**config.mk**
```make
export PLATFORM = sky130hd
export DESIGN_NAME = qpsk_sym_sequencer
export DESIGN_NICKNAME = d
export VERILOG_FILES = /design/src/rtl/qpsk_pkg.sv /design/src/rtl/qpsk_sym_hold.sv /design/src/rtl/qpsk_sym_sequencer.sv
export SDC_FILE = /design/constraint.sdc
export NUM_CORES = 1
export LEC_CHECK = 0
export CORE_AREA = 2 2 54 66
export DETAILED_ROUTE_END_ITERATION = 8
export DIE_AREA = 0 0 56 68
export PLACE_DENSITY_LB_ADDON = 0.08
export SLEW_MARGIN = 25
export SYNTH_ARGS = -nofsm -noshare
export SYNTH_HDL_FRONTEND = slang
export SYNTH_SLANG_ARGS = --single-unit
```
**constraint.sdc**
```tcl
create_clock -name clk -period 2.11 [get_ports clk]
set_input_delay 0.211 -clock clk [delete_from_list [all_inputs] [get_ports clk]]
set_output_delay 0.211 -clock clk [all_outputs]
set_load 0.02 [all_outputs]
```
**src/rtl/qpsk_pkg.sv**
```systemverilog
// qpsk_pkg
// Shared constants and helpers for the QPSK symbol sequencer: the 16-entry
// modulation sample table, the symbol-to-phase Gray mapping, the FSM state
// encoding and the idle (midscale) output level.
package qpsk_pkg;

  localparam int DATA_W     = 8;
  localparam int TBL_AW     = 4;
  localparam int TBL_DEPTH  = 2 ** TBL_AW;
  localparam int PHASE_STEP = 4;

  localparam logic [DATA_W-1:0] MIDSCALE = DATA_W'(100);

  // One full period of the carrier; every symbol reads the same table,
  // only the starting phase differs.
  localparam logic [DATA_W-1:0] SIN_TBL [TBL_DEPTH] = '{
    8'd100, 8'd127, 8'd150, 8'd165, 8'd171, 8'd165, 8'd150, 8'd127,
    8'd100, 8'd73,  8'd50,  8'd35,  8'd29,  8'd35,  8'd50,  8'd73
  };

  typedef logic [0:0] state_t;
  localparam state_t IDLE = 1'b0;
  localparam state_t RUN  = 1'b1;

  // Gray mapping 00->0, 01->1, 11->2, 10->3 quadrants. The rank is the
  // binary value of the Gray code, so adjacent phases differ by one bit.
  function automatic logic [TBL_AW-1:0] sym_offset(input logic [1:0] sym);
    logic [TBL_AW-1:0] rank;
    rank = TBL_AW'({sym[1], sym[1] ^ sym[0]});
    return rank * TBL_AW'(PHASE_STEP);
  endfunction

endpackage

```
**src/rtl/qpsk_sym_hold.sv**
```systemverilog
// qpsk_sym_hold
// One-entry holding register between the symbol source and the sequencer.
// Ports:
//   clk, rst    - clock and synchronous active-high reset
//   sym_in      - incoming 2-bit symbol
//   sym_valid   - sym_in is valid
//   sym_ready   - buffer is empty and not in reset
//   pop         - sequencer consumes the held symbol at this edge
//   hold_sym    - held symbol
//   hold_valid  - hold_sym is occupied
module qpsk_sym_hold (
  input  logic       clk,
  input  logic       rst,
  input  logic [1:0] sym_in,
  input  logic       sym_valid,
  output logic       sym_ready,
  input  logic       pop,
  output logic [1:0] hold_sym,
  output logic       hold_valid
);

  logic accept;

  assign sym_ready = !hold_valid && !rst;
  assign accept    = sym_valid && sym_ready;

  // Accept only into an empty buffer, so accept and pop are never in the
  // same cycle and a simple priority chain is enough.
  always_ff @(posedge clk) begin
    if (rst) begin
      hold_valid <= 1'b0;
      hold_sym   <= 2'b00;
    end else if (accept) begin
      hold_valid <= 1'b1;
      hold_sym   <= sym_in;
    end else if (pop) begin
      hold_valid <= 1'b0;
    end
  end

endmodule

```
**src/rtl/qpsk_sym_sequencer.sv**
```systemverilog
// qpsk_sym_sequencer
// Plays each accepted QPSK symbol as 16 consecutive samples of the shared
// sine table, starting at a symbol-dependent phase offset. Symbols queued in
// the one-deep hold buffer follow back to back with no gap; when nothing is
// pending the output parks at midscale.
// Ports:
//   clk, rst      - clock and synchronous active-high reset
//   sym_in        - symbol to transmit
//   sym_valid     - sym_in is valid
//   sym_ready     - a symbol can be accepted this cycle
//   sample_out    - registered DAC sample
//   sample_valid  - sample_out carries a symbol sample
//   sym_start     - pulse with sample 0 of every symbol
//   underrun      - pulse when the stream drains to idle
module qpsk_sym_sequencer
  import qpsk_pkg::*;
(
  input  logic              clk,
  input  logic              rst,
  input  logic [1:0]        sym_in,
  input  logic              sym_valid,
  output logic              sym_ready,
  output logic [DATA_W-1:0] sample_out,
  output logic              sample_valid,
  output logic              sym_start,
  output logic              underrun
);

  state_t            state;
  logic [TBL_AW-1:0] idx;
  logic [TBL_AW-1:0] cur_off;
  logic [1:0]        hold_sym;
  logic              hold_valid;
  logic              pop;
  logic [TBL_AW-1:0] pop_off;
  logic [TBL_AW-1:0] run_addr;

  qpsk_sym_hold u_hold (
    .clk        (clk),
    .rst        (rst),
    .sym_in     (sym_in),
    .sym_valid  (sym_valid),
    .sym_ready  (sym_ready),
    .pop        (pop),
    .hold_sym   (hold_sym),
    .hold_valid (hold_valid)
  );

  // A symbol is taken from the buffer when idle, or when the running symbol
  // has just presented its last sample (idx wrapped to 0). Table addresses
  // wrap mod 16 by plain 4-bit addition.
  always_comb begin
    pop      = hold_valid && ((state == IDLE) || (idx == '0));
    pop_off  = sym_offset(hold_sym);
    run_addr = idx + cur_off;
  end

  // Sample 0 of a new symbol is emitted on the pop edge itself, which keeps
  // consecutive symbols contiguous; idx then counts 1..15 and wraps to 0.
  always_ff @(posedge clk) begin
    if (rst) begin
      state        <= IDLE;
      idx          <= '0;
      cur_off      <= '0;
      sample_out   <= MIDSCALE;
      sample_valid <= 1'b0;
      sym_start    <= 1'b0;
      underrun     <= 1'b0;
    end else begin
      sym_start <= 1'b0;
      underrun  <= 1'b0;
      if (pop) begin
        state        <= RUN;
        cur_off      <= pop_off;
        idx          <= TBL_AW'(1);
        sample_out   <= SIN_TBL[pop_off];
        sample_valid <= 1'b1;
        sym_start    <= 1'b1;
      end else if (state == RUN) begin
        if (idx != '0) begin
          sample_out <= SIN_TBL[run_addr];
          idx        <= idx + TBL_AW'(1);
        end else begin
          state        <= IDLE;
          sample_out   <= MIDSCALE;
          sample_valid <= 1'b0;
          underrun     <= 1'b1;
        end
      end else begin
        sample_out   <= MIDSCALE;
        sample_valid <= 1'b0;
      end
    end
  end

endmodule

```
==> results of run 1 <==
==> timing repair <==
item / 4_1_cts / 5_1_grt
endpoints found under the setup margin: 0 / 6
hold endpoints to repair: 0 / 0
gates resized for setup: 0 / 1
==> worst min-delay path by stage <==
| stage | end | startpoint | cells after the start | slack [ns] |
|---|---|---|---|---|
| final | sample_valid | sample_valid | 2 | 0.46 |
| after global routing | sample_valid | sample_valid | 2 | 0.50 |
| after CTS | sample_valid | sample_valid | 2 | 0.47 |
| after detailed placement | sample_valid | sample_valid | 2 | 0.46 |
| after global placement | sample_valid | sample_valid | 2 | 0.45 |
| after floorplan | u_hold.hold_sym[0] | sym_in[0] | 2 | 0.35 |
==> worst max-delay path, delay by kind of cell (launching register included) <==
kind,cells,cell delay (ns)
simple gates,2,0.65
flops,1,0.39
compound gates,2,0.38
fa+ha+maj,1,0.17
buf+inv,1,0.16
==> logic make-up after synthesis <==
kind of cell | count (synthesis) | share of synthesized area [%]
AO/OA/AOI/OAI | 30 | 17.90
AND/OR/NAND/NOR | 30 | 14.01
flip-flops | 21 | 40.93
buffers and inverters | 12 | 4.506
adder cells (fa/ha/maj) | 12 | 14.62
multiplexers | 4 | 5.725
XOR/XNOR | 1 | 2.314
==> metrics by stage <==
stage                     cells  cell area, µm²  hold WS [ns]
after detailed placement    163            1251        0.4554
after global routing        167            1300        0.4978
after global placement      163            1251        0.4492
final                       167            1300        0.4619
after floorplan             110            1027        0.3496
after CTS                   167            1297        0.4652
==> per-layer routing <==
layer | up-vias | track usage, % | wire (µm)
li1 | 425 | - | -
met1 | 401 | 15.22 | 965
met2 | 13 | 20.88 | 1119
met3 | 2 | 2.457 | 74
met4 | 0 | 5.357 | 19
met5 | - | 0 | 0
==> report_power, final <==
group          leakage [nW]  internal, mW  switching, mW  total (mW)
logic                 0.329        0.0484         0.0572       0.106
clock network        0.0255         0.132          0.137       0.269
registers             0.171         0.409         0.0122       0.421
total                 0.525         0.589          0.207       0.795
==> registers in the layout, summed over array words and instances (netlist names) <==
name	count
underrun	1
cur_off	2
idx	4
sample_out	8
state	1
u_hold.hold_valid	1
sym_start	1
sample_valid	1
u_hold.hold_sym	2
==> cell type report <==
cell class              instances  share of cell area (%)
multi-input cells              77                   43.31
flip-flops and latches         21                   32.34
repair buffers                 21                   15.21
well taps                      37                   3.561
clock buffers                   3                   3.176
inverters                       7                   2.021
clock inverters                 1                  0.3850
==> synthesized netlist by cell type <==
library cell  number
a22oi_1            1
nor2b_1            2
nor3b_2            1
a21o_1             2
and3_1             1
a211oi_1           3
a311oi_1           1
ha_1              12
a22oi_2            1
clkbuf_1           4
a211o_1            1
mux2i_1            1
o21ai_0            3
nand3_1            5
dfxtp_1           21
xnor3_2            1
nor2_1            12
inv_1              7
a21oi_1           16
mux2_1             1
a22o_1             1
nor3_1             3
buf_2              1
nand4_1            1
mux2_2             1
o21ai_1            1
mux4_1             1
nand2_1            4
nand2b_1           1
==> impl_metrics.yaml, run 1 <==
synth:
  syn_area_per_cell_um2: 9.339
  syn_nets: 127
  synthDominantCellAreaShare_pct: 40.93
  syn_area_um2: 1027
  synth_cells: 110
  ys_types: 29
  synth_largest_area_cell: "dfxtp_1"
  yosys_warnings: 0
  synth_seq_cells: 21
  yosysSeqAreaShare_pct: 40.93
  synth_area_leaders: "dfxtp_1, ha_1, a21oi_1"
worst_setup_path:
  cp_slowest_cell: "dfxtp_1"
  required_ns: 2.28
  ff2ff_path_depth: 6
  reg2reg_from: "idx[0]"
  r2r_end: "cur_off[2]"
  crit_path_end: "cur_off[2]"
  crit_arrival_ns: 2.01
  cpPeakStageDelay_ns: 0.39
  endpoint_kind: "flop"
  startpoint: "idx[0]"
  path_class: "reg -> reg"
  path_cells: "inv_1 -> ha_1 -> nor3b_2 -> nand2b_1 -> a21oi_1 -> a311oi_1"
  critPathLaunchType: "flop"
  r2r_slack_ns: 0.27
  worstPathMaxFanout: 9
grt:
  grt_pass1_vias: 772
  grt_antenna_before_repair: 0
  grt_max_degree: 17
  grt_pass1_wl_um: 3615
  grt_usage_pct: 12.29
  grt_overflow: 0
floorplan:
  ios: 17
  fp.dieH_um: 68
  die_w_um: 56
  dieArea_um2: 3808
  coreArea_um2: 3223
  num_rows: 23
  initial_utilization_pct: 31.87
timing:
  finalWorstSetupSlack_ns: 0.2708
  rsz0062_at_grt: "no"
  period_needed_ns: 1.839
  setup_viol: 0
  hold_viol_final: 0
  slew_headroom_pct: 73.28
  fmax_ghz: 0.5437
  fin_tns_setup_ns: 0
  worst-slew-pin-transition_ns: 0.3977
  drv_slew: 0
  fin_crit_sh_pct: 87.17
  skew_ns: 0.004468
layout:
  finalNetCount: 148
  final_common_cell: "dfxtp_1"
  ff_latch_area_um2: 420.4
  postLayoutCoreUtil_pct: 40.33
  layout_common_cells: "dfxtp_1, a21oi_1, clkdlybuf4s50_1, ha_1, nor2_1"
  syn2layout_area_growth_pct: 26.55
  n_antenna_cell: 0
  multiInputGateArea_um2: 563.0
  fill_cells: 344
  drive_gt1_share_pct: 10.77
drt:
  final_antenna_net_count: 0
  wl_um: 2179
  wl_per_cell_um: 13.05
  via_count: 841
  viasPerCell: 5.036
  drtPass1Iterations: 4
  drc_errors: 0
  drtIter0Drc: 28
place:
  place_congestion: 0.7960
  pre_cts_ws_ns: 0.1500
  hpwl_um: 1667
  io_buffers: 16
job:
  max_cap_viol_count: 0
cts:
  insertion_delay_ns: 0.26
  clock-sinks: 21
  cts_made_buffers: 3
  holdBufCountCts: 0
  cts.path.max_buffers: 2
  cts_tree: "done"
  cts_root_buf: "clkbuf_8"
  clk_pin_slew_ns: 0.08
  cts_max_level: 1
  cts_setup_buffers: 0
pwr:
  ir_drop_mv: 0.2310
  p_leak_nw: 0.5251
  p_per_area_nw_per_um2: 611.8
  totalPowerFinal_mw: 0.7954
worst_hold_path:
  worstHoldPathType: "reg -> reg"
outcome:
  status: "finished, final reports clean"
No activity file was read; power rests on OpenSTA's default activity.
==> inputs of run 2 (changes only) <==
--- a/config.mk
+++ b/config.mk
@@ -6,8 +6,10 @@
 export NUM_CORES = 1
 export LEC_CHECK = 0
 export CORE_AREA = 2 2 54 66
+export CTS_CLUSTER_SIZE = 16
 export DETAILED_ROUTE_END_ITERATION = 8
 export DIE_AREA = 0 0 56 68
+export DONT_BUFFER_PORTS = 1
 export PLACE_DENSITY_LB_ADDON = 0.08
 export SLEW_MARGIN = 25
 export SYNTH_ARGS = -nofsm -noshare
==> run 2 against run 1 <==
  * Non-clock buffer count fell by 16
  * Clock power barely moved
  * Total power fell by 2.8%
  * Die area did not move
  * Critical endpoint is now sample_out[4]
==> impl_metrics.yaml, run 2 (same netlist as run 1, synthesis figures left out) <==
cts:
  cts_setup_buffers: 0
  cts_tree: "done"
  clock-sinks: 21
  cts_max_level: 1
  cts_made_buffers: 3
  clk_pin_slew_ns: 0.08
  cts.path.max_buffers: 2
  cts_root_buf: "clkbuf_8"
  insertion_delay_ns: 0.26
worst_setup_path:
  path_cells: "inv_1 -> ha_1 -> mux4_1 -> a22o_1"
  r2r_slack_ns: 0.26
  worstPathMaxFanout: 8
  crit_arrival_ns: 2.01
  critPathLaunchType: "flop"
  required_ns: 2.27
  critPathBufInv: 1
  cpPeakStageDelay_ns: 0.53
  cp_slowest_cell: "mux4_1"
  endpoint_kind: "flop"
  path_class: "reg -> reg"
  ff2ff_path_depth: 4
  reg2reg_from: "idx[0]"
  r2r_end: "sample_out[4]"
  worstSetupPathDepth: 4
  crit_family: "multiplexers"
layout:
  syn2layout_area_growth_pct: 11.33
  drive_gt1_share_pct: 11.40
  finalNetCount: 132
  instances_no_fill: 151
  n_antenna_cell: 0
  fill_cells: 344
  largest-register: "sample_out"
  design_area_um2: 1144
  largest_register_ffs: 8
  multiInputGateArea_um2: 565.5
  layout_common_cells: "dfxtp_1, a21oi_1, ha_1, nor2_1, inv_1"
  reg_top3: "sample_out x8, idx x4"
  ff_latch_area_um2: 420.4
  final_common_cell: "dfxtp_1"
drt:
  viasPerCell: 5.073
  wl_per_cell_um: 14.31
  drc_errors: 0
  wl_um: 2161
  drtPass1Iterations: 3
  final_antenna_net_count: 0
  drtIter0Drc: 7
  via_count: 766
worst_hold_path:
  min_to: "idx[1]"
  hold_depth: 1
  worstHoldPathType: "in -> reg"
  hp-start: "rst"
pwr:
  p_per_area_nw_per_um2: 676.1
  ir_drop_mv: 0.2906
  p_leak_nw: 0.4625
timing:
  skew_ns: 0.002753
  rsz0062_at_grt: "no"
  worst-slew-pin-transition_ns: 0.4276
  period_needed_ns: 1.850
  hold_viol_final: 0
  setup_viol: 0
  fin_tns_setup_ns: 0
  fmax_ghz: 0.5407
  drv_slew: 0
  fin_crit_sh_pct: 87.65
  slew_headroom_pct: 71.39
floorplan:
  die_w_um: 56
  fp.dieH_um: 68
  ios: 17
  coreArea_um2: 3223
  initial_utilization_pct: 31.87
  dieArea_um2: 3808
  num_rows: 23
job:
  max_cap_viol_count: 0
grt:
  grt_overflow: 0
  grt_max_degree: 18
  grt_antenna_before_repair: 0
  grt_pass1_wl_um: 3519
  grt_usage_pct: 12.33
  grt_pass1_vias: 719
place:
  io_buffers: 0
  hpwl_um: 1635
  dp_cells: 146
  place_congestion: 0.7762
  dpl_cell_area_um2: 1084
outcome:
  status: "finished, final reports clean"
-- run 2: routing by layer --
layer  up-vias  share of wire (%)  track usage (%)
met2         9                 50            21.18
met1       358                 45            14.55
li1        395                  -                -
met5         -                  0                0
met3         4                2.6            2.268
met4         0                2.1            7.143
-- run 2: per-stage QoR --
step	hold slack, ns	utilization [%]	power, mW	setup slack (ns)
floorplan	0.3496	-	0.4952	0.4231
global placement	0.2844	33.62	0.5123	0.2185
detailed placement	0.2851	33.62	0.5126	0.1303
CTS	0.002367	35.02	0.7813	0.1293
global route	0.001655	35.48	0.8112	0.1148
finish	0.01109	35.48	0.7732	0.2605
-- run 2: final cells by class --
cell class,instances,area share (%)
Multi-Input combinational cell,77,49.45
Sequential cell,21,36.76
Tap cell,37,4.048
Clock buffer,4,3.939
Timing Repair Buffer,5,3.501
Inverter,7,2.298
-- run 2: power by group --
group	switching, mW	leakage (nW)	total (mW)	internal (mW)
clock	0.134	0.0228	0.268	0.135
combinational	0.0442	0.269	0.0769	0.0328
sequential	0.0190	0.171	0.428	0.409
total	0.197	0.462	0.773	0.576
-- run 2: what timing repair did --
action,in CTS,in global routing
setup endpoints to repair,0,6
gates resized for setup,0,2
hold endpoints to repair,0,2
hold buffers,0,1
-- run 2: worst max path at each step --
stage | start | endpoint | slack [ns]
floorplan | idx[0] | sample_out[2] | 0.42
global placement | idx[0] | sample_out[2] | 0.22
detailed placement | idx[0] | sample_out[2] | 0.13
CTS | idx[0] | sample_out[2] | 0.13
global route | idx[0] | cur_off[2] | 0.11
finish | idx[0] | sample_out[4] | 0.26
==> inputs of run 3 (changes only) <==
--- a/config.mk
+++ b/config.mk
@@ -11,7 +11,6 @@
 export DIE_AREA = 0 0 56 68
 export DONT_BUFFER_PORTS = 1
 export PLACE_DENSITY_LB_ADDON = 0.08
-export SLEW_MARGIN = 25
 export SYNTH_ARGS = -nofsm -noshare
 export SYNTH_HDL_FRONTEND = slang
 export SYNTH_SLANG_ARGS = --single-unit
==> results of run 3 <==
No change in the layout: final DEF, timing and power equal those of run 2.
